[src/rtl/mp_add_sequencer.sv]
// mp_add_sequencer: WORDS-limb adder that reuses one WIDTH-bit add stage, LS limb first
module mp_add_sequencer #(
    parameter int WIDTH = 16,
    parameter int WORDS = 4
) (
    input  logic                   clk,
    input  logic                   rst_n,
    input  logic                   in_valid,
    output logic                   in_ready,
    input  logic [WIDTH*WORDS-1:0] in_a,
    input  logic [WIDTH*WORDS-1:0] in_b,
    input  logic                   in_carry,
    output logic                   out_valid,
    input  logic                   out_ready,
    output logic [WIDTH*WORDS-1:0] out_sum,
    output logic                   out_carry,
    output logic                   busy
);
    localparam int N  = WIDTH * WORDS;
    localparam int IW = (WORDS > 1) ? $clog2(WORDS) : 1;

    typedef enum logic [1:0] {IDLE, RUN, DONE} state_t;

    state_t         state, state_nx;
    logic [N-1:0]   a_reg, b_reg, sum_reg;
    logic           carry_reg;
    logic [IW-1:0]  idx;
    logic           last;
    logic [WIDTH:0] limb_sum;

    assign last      = idx == IW'(WORDS - 1);
    assign limb_sum  = {1'b0, a_reg[idx*WIDTH +: WIDTH]} + {1'b0, b_reg[idx*WIDTH +: WIDTH]}
                     + {{WIDTH{1'b0}}, carry_reg};
    assign out_sum   = sum_reg;
    assign out_carry = carry_reg;

    // state register
    always_ff @(posedge clk or negedge rst_n) begin
        if (!rst_n) state <= IDLE;
        else        state <= state_nx;
    end

    // next state and handshake outputs, decoded from registered state only
    always_comb begin
        state_nx  = state;
        in_ready  = state == IDLE;
        out_valid = state == DONE;
        busy      = state != IDLE;
        case (state)
            IDLE:    state_nx = in_valid  ? RUN  : IDLE;
            RUN:     state_nx = last      ? DONE : RUN;
            DONE:    state_nx = out_ready ? IDLE : DONE;
            default: state_nx = IDLE;
        endcase
    end

    // operand capture and one limb of addition per RUN cycle
    always_ff @(posedge clk or negedge rst_n) begin
        if (!rst_n) begin
            a_reg     <= '0;
            b_reg     <= '0;
            sum_reg   <= '0;
            carry_reg <= 1'b0;
            idx       <= '0;
        end else if (state == IDLE && in_valid) begin
            a_reg     <= in_a;
            b_reg     <= in_b;
            carry_reg <= in_carry;
            idx       <= '0;
        end else if (state == RUN) begin
            sum_reg[idx*WIDTH +: WIDTH] <= limb_sum[WIDTH-1:0];
            carry_reg                   <= limb_sum[WIDTH];
            if (!last) idx <= idx + 1'b1;
        end
    end
endmodule
[config.mk]
export PLATFORM = sky130hd
export DESIGN_NAME = mp_add_sequencer
export DESIGN_NICKNAME = d
export VERILOG_FILES = /design/src/rtl/mp_add_sequencer.sv
export SDC_FILE = /design/constraint.sdc
export NUM_CORES = 1
export LEC_CHECK = 0
export CAP_MARGIN = 20
export CORE_UTILIZATION = 46
export DETAILED_ROUTE_END_ITERATION = 8
export PLACE_DENSITY = 0.77
export RECOVER_POWER = 100
export SLEW_MARGIN = 0
export SYNTH_ARGS = -nofsm -noshare
export SYNTH_HDL_FRONTEND = slang
export SYNTH_SLANG_ARGS = --single-unit
export TNS_END_PERCENT = 5
[constraint.sdc]
create_clock -name clk -period 3.9 [get_ports clk]
set_input_delay 0.585 -clock clk [delete_from_list [all_inputs] [get_ports clk]]
set_output_delay 0.585 -clock clk [all_outputs]
set_load 0.05 [all_outputs]
==> results, run 1 <==
- The required time at the worst-slack endpoint is 4210 ps.
- The sequential area share after synthesis is 53.51%.
- For the finished layout, the period the worst path requires is 3618 ps.
- In this run the core area contains 51 standard-cell rows.
- The maximum fanout along the worst path is 25.
- From bottom edge to top edge, the die measures 143.5 um.
- The number of library cell types mapped by synthesis is 58.
- For met3 alone, demand over resource in global routing was 4.199%.
- The top-level port count is 201.
- The effective utilization at floorplan is 47.18%.
- Using the TritonRoute via totals, the vias-per-cell ratio works out to 5.689.
- The final count of hold timing violations is 0.
- The clock tree synthesis step divided the H-tree into 4 levels.
- In this run the horizontal extent of the chip is 143.5 um.
- The number of standard cells in the layout, taps in and fillers out is 1156.
- Port buffering added 200 buffers.
- The top cell types in the final layout, fill and taps aside, are dfrtp_1, clkdlybuf4s50_1, mux2_2.
- The post-route clock skew is 8.928 ps.
- For this run, the number of Yosys warnings is 0.
- The die area is 20600 um2.
- The cell area after synthesis is 9213 um2.
- After detailed routing, the number of remaining DRC violations is 0.
- Clock tree synthesis selected as its root buffer the cell clkbuf_16.
- In this run, post-CTS hold repair placed 0 buffers.
- In this run the standard cell core region covers 19530 um2.
- The max-capacitance violation count is 2.
- The TritonCTS clock tree is built.
- The register bit total from synthesis is 197.
- After clock tree synthesis, the clock-pin slew on the worst setup and hold paths is 70 ps.
- For the pin with the worst max-slew slack, the measured transition is 1816 ps.
- Once detailed placement completed, the half-perimeter wirelength came to 16770 um.
- Setup violations remaining at the end of the flow were counted as 0.
- Each instance of the synthesized netlist takes up on average 13.59 um2.
- The number of antenna repair diodes is 0.
- The number of global-route vias before repair is 6536.
- Across every metal layer, demand over resource in global routing totals 23.56%.
- The layout filler cell count is 1525.
- In this run, the number of DRC markers left after iteration 0 of detailed routing was 396.
- In the synthesized netlist the dominant register cell turns out to be dfrtp_1.
- For this run, the top clock speed supported by timing is 276.4 MHz.
- At the end of routability-driven placement, the weighted congestion stood at 0.8366.
- The worst hold path belongs to the class reg -> reg.
- The count of antenna-violating nets left after detailed routing is 0.
- The average routed wire per standard cell is 19.63 um.
- The clock sink count is 197.
- The library cell used most frequently in the layout, excluding fill and tap cells, is dfrtp_1.
- The final reports fail on max-capacitance violations, max-slew violations.
- The number of setup buffers added after CTS is 0.
- Post-CTS repair changed the size of 0 cells.
- Entering global routing, the biggest net connects 132 pins.
- The setup path with the least slack is of type reg -> reg.
- The number of nets handed over by synthesis was 834.
- In this run the most used layer during global routing was met2.
- Global routing finished with a remaining overflow of 0.
- The net count of the finished layout is 1036.
- The number of buffers between clock root and the deepest sink is 2.
- The total placed cells including tap cells is 1125.
- The final layout contains routed wiring with a total length of 22690 um.
- The post-route setup TNS is 0 ps.
- The number of enable flip-flop cells after synthesis is 0.
- The run finished, with violations left.
- The signal arrival time at the worst endpoint is 3930 ps.
- Setup repair after global routing left no endpoint under its margin.
- Counting every instance in the synthesized netlist gives 678.
- Before antenna repair, the detailed router went through 4 iterations.
- The final critical-path share of the clock period is 92.76%.
- The clock latency on the worst-skew pair is 430 ps.
- Across all layers, the routed design uses 6577 vias.
- The global-route wire length before repair is 36320 um.
- The worst setup path is captured at a flop.
- The max-slew violation count is 73.
- The met1 demand-to-capacity share in global routing is 33.74%.
- Headroom to the max-slew limit came out at -21.09%.
- Cells with a size suffix above 1 make up 24.47% of the layout.
- The initial antenna violation count is 0.
- STA classifies the critical path startpoint as a flop.
- In this run, CTS created clock tree buffers numbering 17.
- After synthesis, the share of flip-flops with an asynchronous set or reset is 100.0%.
- For this run, global-route usage on met2 was measured as 36.71%.
- The post-synthesis to final-layout area growth is 31.62%.
synthesized netlist by cell type (all sizes together) (4+ instances only):
library cell    n  area, um2
mux2          128       1441
nor4            5      37.53
buf            18      93.84
nand2          41      153.9
mux4           32      720.7
a32o            8      80.08
nor3           13      65.06
o31ai           5      37.54
o211ai          4      30.03
nor2            5      18.77
nand3b          5      50.05
nand4           4      25.02
a22o           26      227.7
or3             4      25.02
nand3           9      45.04
a21oi          14      73.82
inv            12      45.04
dfrtp         197       4930
o21a            4      30.03
a21o            7      52.55
clkbuf         24      90.09
ha             21      262.8
or4             6      45.04
o21ai          36      180.2
layer usage:
layer	share of wire (%)	up-vias
li1	-	2962
met1	44	3296
met2	47	287
met3	6.5	32
met4	2.1	0
met5	0	-
area by class of cell:
class,instances,area [um2],share of cell area [%]
sequential,197,4932,40.68
multi-input combinational,427,4050,33.40
timing repair buffer,225,2186,18.03
clock buffer,24,511.7,4.220
tap,265,331.6,2.734
clock inverter,6,68.82,0.5675
inverter,12,45.04,0.3715
critical path, cell delays in order, from the launching register on:
cell	delay, ps
dfrtp_2	820
buf_12	260
mux4_2	540
ha_1	240
and3_1	210
or2_0	390
o21a_1	300
or3_1	430
a32o_1	290
kinds of logic after synthesis:
group	Yosys count	synth area share (%)
mux	160	23.47
fa+ha+maj	23	3.287
buf+inv	54	2.485
flops	197	53.51
xor+xnor	5	0.4754
simple gates	111	6.560
compound gates	128	10.21
stage by stage:
stage / cell area (um2) / setup WS [ps] / utilization, % / hold WS [ps]
2_1_floorplan: 9213 / 162.0 / - / 289.4
3_3_place_gp: 11580 / 386.8 / 59.28 / 460.6
3_5_place_dp: 11580 / 321.8 / 59.28 / 472.3
4_1_cts: 12160 / 296.1 / 62.26 / 372.0
5_1_grt: 12130 / 48.24 / 62.10 / 505.4
6_report: 12130 / 282.4 / 62.10 / 478.9
path summary, 6_finish.rpt:
kind | end | slack, ps | startpoint | depth (start not counted)
worst min-delay path | out_sum[56] | 480 | out_sum[56] | 2
worst min register to register | out_sum[56] | 480 | out_sum[56] | 2
max in group asynchronous | idx[0] | 670 | rst_n | 3
worst max-delay path | out_sum[60] | 280 | idx[0] | 8
worst max register to register | out_sum[60] | 280 | idx[0] | 8
min in group asynchronous | out_sum[30] | 650 | rst_n | 1
Power of run 1 is left out: the tool's default activity adds up to more than one toggle a clock period on the data nets, which glitch-free logic cannot reach.
==> run 2, diff against run 1 <==
- CAP_MARGIN: 20 -> not set
- PLACE_DENSITY: 0.77 -> not set
- PLACE_DENSITY_LB_ADDON: not set -> 0.05
==> run 2 against run 1 <==
Compared with the run above:
- the flow still finishes with violations (max-capacitance violations, max-slew violations)
- via count decreased by 1.2%
- worst hold slack lost 6.8 ps
- routed wire length is 1.2% higher
- first-iteration DRC count is 28% lower
- register-to-register slack about the same
- die area unchanged
- clock skew rose by 2.3 ps
- flip-flop and latch count is the same
- sequential share of layout area is 0.21 points higher
- setup slack better by 2.2 ps
- critical path depth increased by 1
- critical endpoint is now out_sum[27]
- highest routed layer unchanged
==> results, run 2 (synthesis gave the netlist of run 1 again) <==
- The flow ran to the end, but the final reports show violations.
- The checks that failed: max-capacitance violations, max-slew violations.
- The worst setup path is launched from a flop.
- The number of global-route vias before repair is 6590 (+0.83%).
- The signal arrival time at the worst endpoint is 3920 ps (about the same).
- The TritonCTS clock tree is built.
- The global routing met3 resource utilization is 3.532% (-0.67 points).
- The capturing element of the worst setup path is out_sum[27].
- The share of post-route cells with drive strength above 1 is 24.36% (-0.11 points).
- The final wirelength was 22970 um (+1.2%).
- The cell area after layout is 12060 um2 (-0.52%).
- The most common library cell in the layout ignoring fill and taps is dfrtp_1.
- The maximum number of pins on one net before global-route repair is 85 (-36%).
- The die area came to 20600 um2 (unchanged).
- The slew at the pin with the worst max-slew slack is 2091 ps (+274.9 ps).
- The average routed wire per standard cell is 19.80 um (+0.87%).
- The net count of the finished layout is 1038 (+0.19%).
- The number of buffers between clock root and the deepest sink was 2 (unchanged).
- The highest-utilization routing layer at the global route stage is met2.
- The final weighted congestion of routability-driven global placement is 0.8540 (+2.1%).
- The required time at the worst-slack endpoint is 4200 ps (about the same).
- The number of endpoints failing setup at the final stage is 0 (unchanged).
- The maximum fanout along the worst path is 17 (-32%).
- The clock sink count is 197 (unchanged).
- The effective utilization at floorplan is 47.18% (unchanged).
- The number of antenna repair diodes is 0 (unchanged).
- The minimum period implied by the final worst setup slack is 3615 ps (-2.200 ps).
- The die outline width is 143.5 um (unchanged).
- The kind of end point of the critical path is a flop.
- The max-slew violation count is 126 (+73%).
- The number of resized instances in the post-cts repair step was 0 (unchanged).
- The area after detailed placement was 11600 um2 (+0.19%).
- Compared with the post-synthesis result, the final layout area differs by 30.94%.
- The worst setup slack for register-to-register paths came to 280 ps (about the same).
- The number of search-and-repair iterations in the first detailed-routing pass is 5 (+1).
- The count of antenna-violating nets left after detailed routing is 0 (unchanged).
- The top-level port count came to 201 (unchanged).
- Tracing the worst setup path back leads to its startpoint at idx[0].
- The cell at the root of the clock tree is clkbuf_16.
- The clock transition at the registers of the reported paths was 70 ps (about the same).
- In the layout the commonest cells are dfrtp_1, clkdlybuf4s50_1, mux2_2.
- The global-route wire length before repair is 36250 um (-0.19%).
- The post-CTS repair timing setup buffer count is 0 (unchanged).
- The standard cell core area is 19530 um2 (unchanged).
- The maximum operating frequency is 276.6 MHz (about the same).
- The final design utilization is 61.78% (-0.32 points).
- The first-iteration detailed-routing DRC count is 287 (-28%).
- The post-route clock skew is 11.24 ps (+2.316 ps).
- The worst slew margin relative to its limit is -39.42% (-18 points).
- The placement row count is 51 (unchanged).
- The initial antenna violation count is 0 (unchanged).
- The number of hold buffers added after cts is 0 (unchanged).
- The endpoint identified for the worst register-to-register timing path is out_sum[27].
- The number of port buffers was 200 (unchanged).
- The total routing usage reported by global routing is 23.54% (about the same).
- The post-route setup TNS is 0 ps (unchanged).
- The final count of hold timing violations is 0 (unchanged).
- The via count normalized by instance count is 5.603 (-1.5%).
- The kind of path behind the tightest hold check is reg -> reg.
- The total vias in the final route was 6499 (-1.2%).
- The max-capacitance violation count came to 2 (unchanged).
- The die outline height was 143.5 um (unchanged).
- The number of remaining DRC errors is 0 (unchanged).
- The H-tree depth is 4 (unchanged).
- The met2 layer usage reported by global route is 38.58% (+1.9 points).
- The type of the setup path with the least slack is reg -> reg.
- Setup repair after global routing left no endpoint under its margin.
- The clock latency on the worst-skew pair came to 430 ps (about the same).
- The final critical-path share of the clock period is 92.70% (about the same).
- The launch point of the worst reg-to-reg path is idx[0].
- The depth of the most critical reg-to-reg path is 9 (+1).
- The placed wire-length estimate is 17270 um (+3.0%).
- The number of buffers added by the clock tree synthesis step is 17 (unchanged).
- The global route total overflow is 0 (unchanged).
- The met1 demand-to-capacity share in global routing is 32.61% (-1.1 points).
[run 2: how the worst min path moves through the flow]
stage | startpoint | to | slack, ps | depth (start not counted)
2_1_floorplan | rst_n | a_reg[0] | 290 | 0
6_report | out_sum[1] | out_sum[1] | 470 | 2
3_5_place_dp | out_sum[34] | out_sum[34] | 470 | 2
5_1_grt | out_sum[34] | out_sum[34] | 500 | 2
4_1_cts | rst_n | out_sum[3] | 200 | 1
3_3_place_gp | out_sum[34] | out_sum[34] | 460 | 2
[run 2: metrics by stage]
step	cells	setup WS, ps	hold WS [ps]
floorplan	678	162.0	289.4
global placement	1128	356.6	461.9
detailed placement	1128	276.5	470.7
CTS	1160	293.0	205.0
global route	1160	49.18	504.2
finish	1160	284.6	472.1
[run 2: layout make-up]
cell class | count | area (um2)
fill | 1533 | 7463
sequential | 197 | 4932
multi-input combinational | 427 | 4041
timing repair buffer | 227 | 2177
clock buffer | 21 | 440.4
tap | 265 | 331.6
clock inverter | 11 | 95.09
inverter | 12 | 45.04
[run 2: critical path: stages, from the launching register on]
cell	delay (ps)
dfrtp_2	770
buf_4	290
mux4_2	520
ha_1	250
and3_1	220
or2_1	350
o31a_1	320
nor4_1	360
clkbuf_1	260
o21ai_0	130
[run 2: routing by layer]
| metal | wire length [um] | part of all wire (%) |
|---|---|---|
| met1 | 10340 | 45 |
| met2 | 11490 | 50 |
| met3 | 894 | 3.9 |
| met4 | 249 | 1.1 |
| met5 | 0 | 0 |
Power of run 2 is left out for the same reason.
==> run 3, diff against run 2 <==
- CAP_MARGIN: not set -> 0
- SETUP_SLACK_MARGIN: not set -> 0.4
==> run 3 against run 2 <==
Compared with the run above:
- the run still ends with max-capacitance violations, max-slew violations left
- critical path depth down 1
- cell count down 0.43%
- flip-flop and latch count unchanged
- setup slack better by 54 ps
- routed wire length down 0.36%
- critical path type unchanged
==> results, run 3 (synthesis gave the netlist of run 1 again) <==
- The flow ran to the end, but the final reports show violations.
- The final reports fail on max-capacitance violations, max-slew violations.
- The signal arrival time at the worst endpoint is 3870 ps (-50 ps).
- The final wirelength came to 22890 um (-0.36%).
- The number of search-and-repair iterations in the first detailed-routing pass is 5 (unchanged).
- The kind of end point of the critical path is a flop.
- The effective utilization at floorplan came to 47.18% (unchanged).
- The post-route setup TNS is 0 ps (unchanged).
- The via count normalized by instance count came to 5.683 (+1.4%).
- The standard cell core area is 19530 um2 (unchanged).
- The H-tree depth was 4 (unchanged).
- The share of post-route cells with drive strength above 1 is 24.04% (-0.31 points).
- The worst setup path is of the reg -> reg kind.
- The slew at the pin with the worst max-slew slack is 2236 ps (+144.5 ps).
- The total routing usage reported by global routing is 23.39% (-0.15 points).
- The max-capacitance violation count is 2 (unchanged).
- The maximum fanout along the worst path is 44 (+27).
- Relative to the synthesized area, the layout overhead comes to 31.16%.
- The global-route wire length before repair is 36210 um (-0.11%).
- The clock transition at the registers of the reported paths is 70 ps (about the same).
- The placed wire-length estimate came to 17040 um (-1.3%).
- The initial antenna violation count is 0 (unchanged).
- The die area is 20600 um2 (unchanged).
- The minimum period implied by the final worst setup slack came to 3561 ps (-54.01 ps).
- The number of buffers between clock root and the deepest sink was 2 (unchanged).
- The clock sink count is 197 (unchanged).
- The number of endpoints failing setup at the final stage came to 0 (unchanged).
- The top cell types in the final layout, fill and taps aside, are dfrtp_1, clkdlybuf4s50_1, mux2_2.
- The net count of the finished layout is 1034 (-0.39%).
- The total vias in the final route is 6564 (+1.0%).
- The global route total overflow is 0 (unchanged).
- The final count of hold timing violations is 0 (unchanged).
- The count of antenna-violating nets left after detailed routing is 0 (unchanged).
- The tree is rooted in a clkbuf_16.
- The max-slew violation count is 137 (+8.7%).
- The worst slew margin relative to its limit was -49.05% (-9.6 points).
- TritonCTS built the clock tree.
- The die outline width came to 143.5 um (unchanged).
- The number of remaining DRC errors is 0 (unchanged).
- The placement row count is 51 (unchanged).
- The number of global-route vias before repair is 6591 (+0.015%).
- The number of antenna repair diodes was 0 (unchanged).
- The average routed wire per standard cell is 19.82 um (about the same).
- The worst setup path is launched from a flop.
- The maximum operating frequency was 280.8 MHz (+1.5%).
- The required time at the worst-slack endpoint came to 4210 ps (about the same).
- The final critical-path share of the clock period is 91.32% (-1.4 points).
- The kind of path behind the tightest hold check is in -> async.
- The most common library cell in the layout ignoring fill and taps is dfrtp_1.
- The die outline height came to 143.5 um (unchanged).
- The number of buffers added by the clock tree synthesis step was 17 (unchanged).
- Setup repair after global routing could not meet its margin everywhere.
- The top-level port count is 201 (unchanged).
- The post-route clock skew is 11.87 ps (+0.6255 ps).
- The clock latency on the worst-skew pair is 420 ps (about the same).
- The number of port buffers is 200 (unchanged).
- The maximum number of pins on one net before global-route repair is 93 (+9.4%).
- The final weighted congestion of routability-driven global placement is 0.9335 (+9.3%).
- The first-iteration detailed-routing DRC count is 492 (+71%).
run 3: cell types whose count changed in the layout (fill, tap and decap cells not counted), sizes merged:
cell / before / now
clkinv: 4 / 3
bufinv: 0 / 2
clkbuf: 33 / 28
buf: 16 / 14
clkinvlp: 2 / 3
run 3: critical path, cell delays in order, from the launching register on:
cell and delay [ps]:
dfrtp_2 370, buf_12 290, mux4_2 570, ha_1 390, and3_1 210, or2_1 350
o41ai_1 680, xnor2_1 280, a22o_1 270
run 3: area by class of cell:
class	instances	area, um2
timing repair buffer	223	2172
clock inverter	13	147.6
multi-input combinational	427	4023
clock buffer	18	429.2
tap	265	331.6
sequential	197	4935
inverter	12	45.04
fill	1547	7443
run 3: metrics by stage:
stage | util [%] | hold WS [ps] | cells | worst slack (ps) | cell area (um2)
final | 61.88 | 128.0 | 1155 | 338.6 | 12080
after detailed placement | 59.20 | 471.9 | 1121 | 465.0 | 11560
after global placement | 59.20 | 460.3 | 1121 | 595.6 | 11560
after CTS | 62.15 | 136.6 | 1152 | 430.7 | 12140
after floorplan | - | 289.4 | 678 | 496.0 | 9216
after global routing | 61.88 | 157.4 | 1155 | 170.0 | 12080
run 3: worst paths after layout:
check                            start          end  slack [ps]  cells after the start
setup / recovery                idx[0]  out_sum[57]         340                      8
max in group asynchronous        rst_n    b_reg[36]        1240                      2
min in group clk           out_sum[11]  out_sum[11]         480                      2
hold reg to reg            out_sum[11]  out_sum[11]         480                      2
setup reg to reg                idx[0]  out_sum[57]         340                      8
hold / removal                   rst_n  out_sum[35]         130                      1
run 3: repair_timing:
action,4_1_cts,5_1_grt
hold buffers,0,0
setup buffers,0,3
endpoints found under the setup margin,0,21
resized for setup,0,1
run 3: per-layer routing:
layer  wire length (um)  vias up  track usage (%)
met5                  0        -                0
met4                387        0            7.111
met3               1385       28            4.865
met2              11190      246            37.71
met1               9924     3330            31.85
li1                   -     2960                -
Power of run 3 is left out for the same reason.
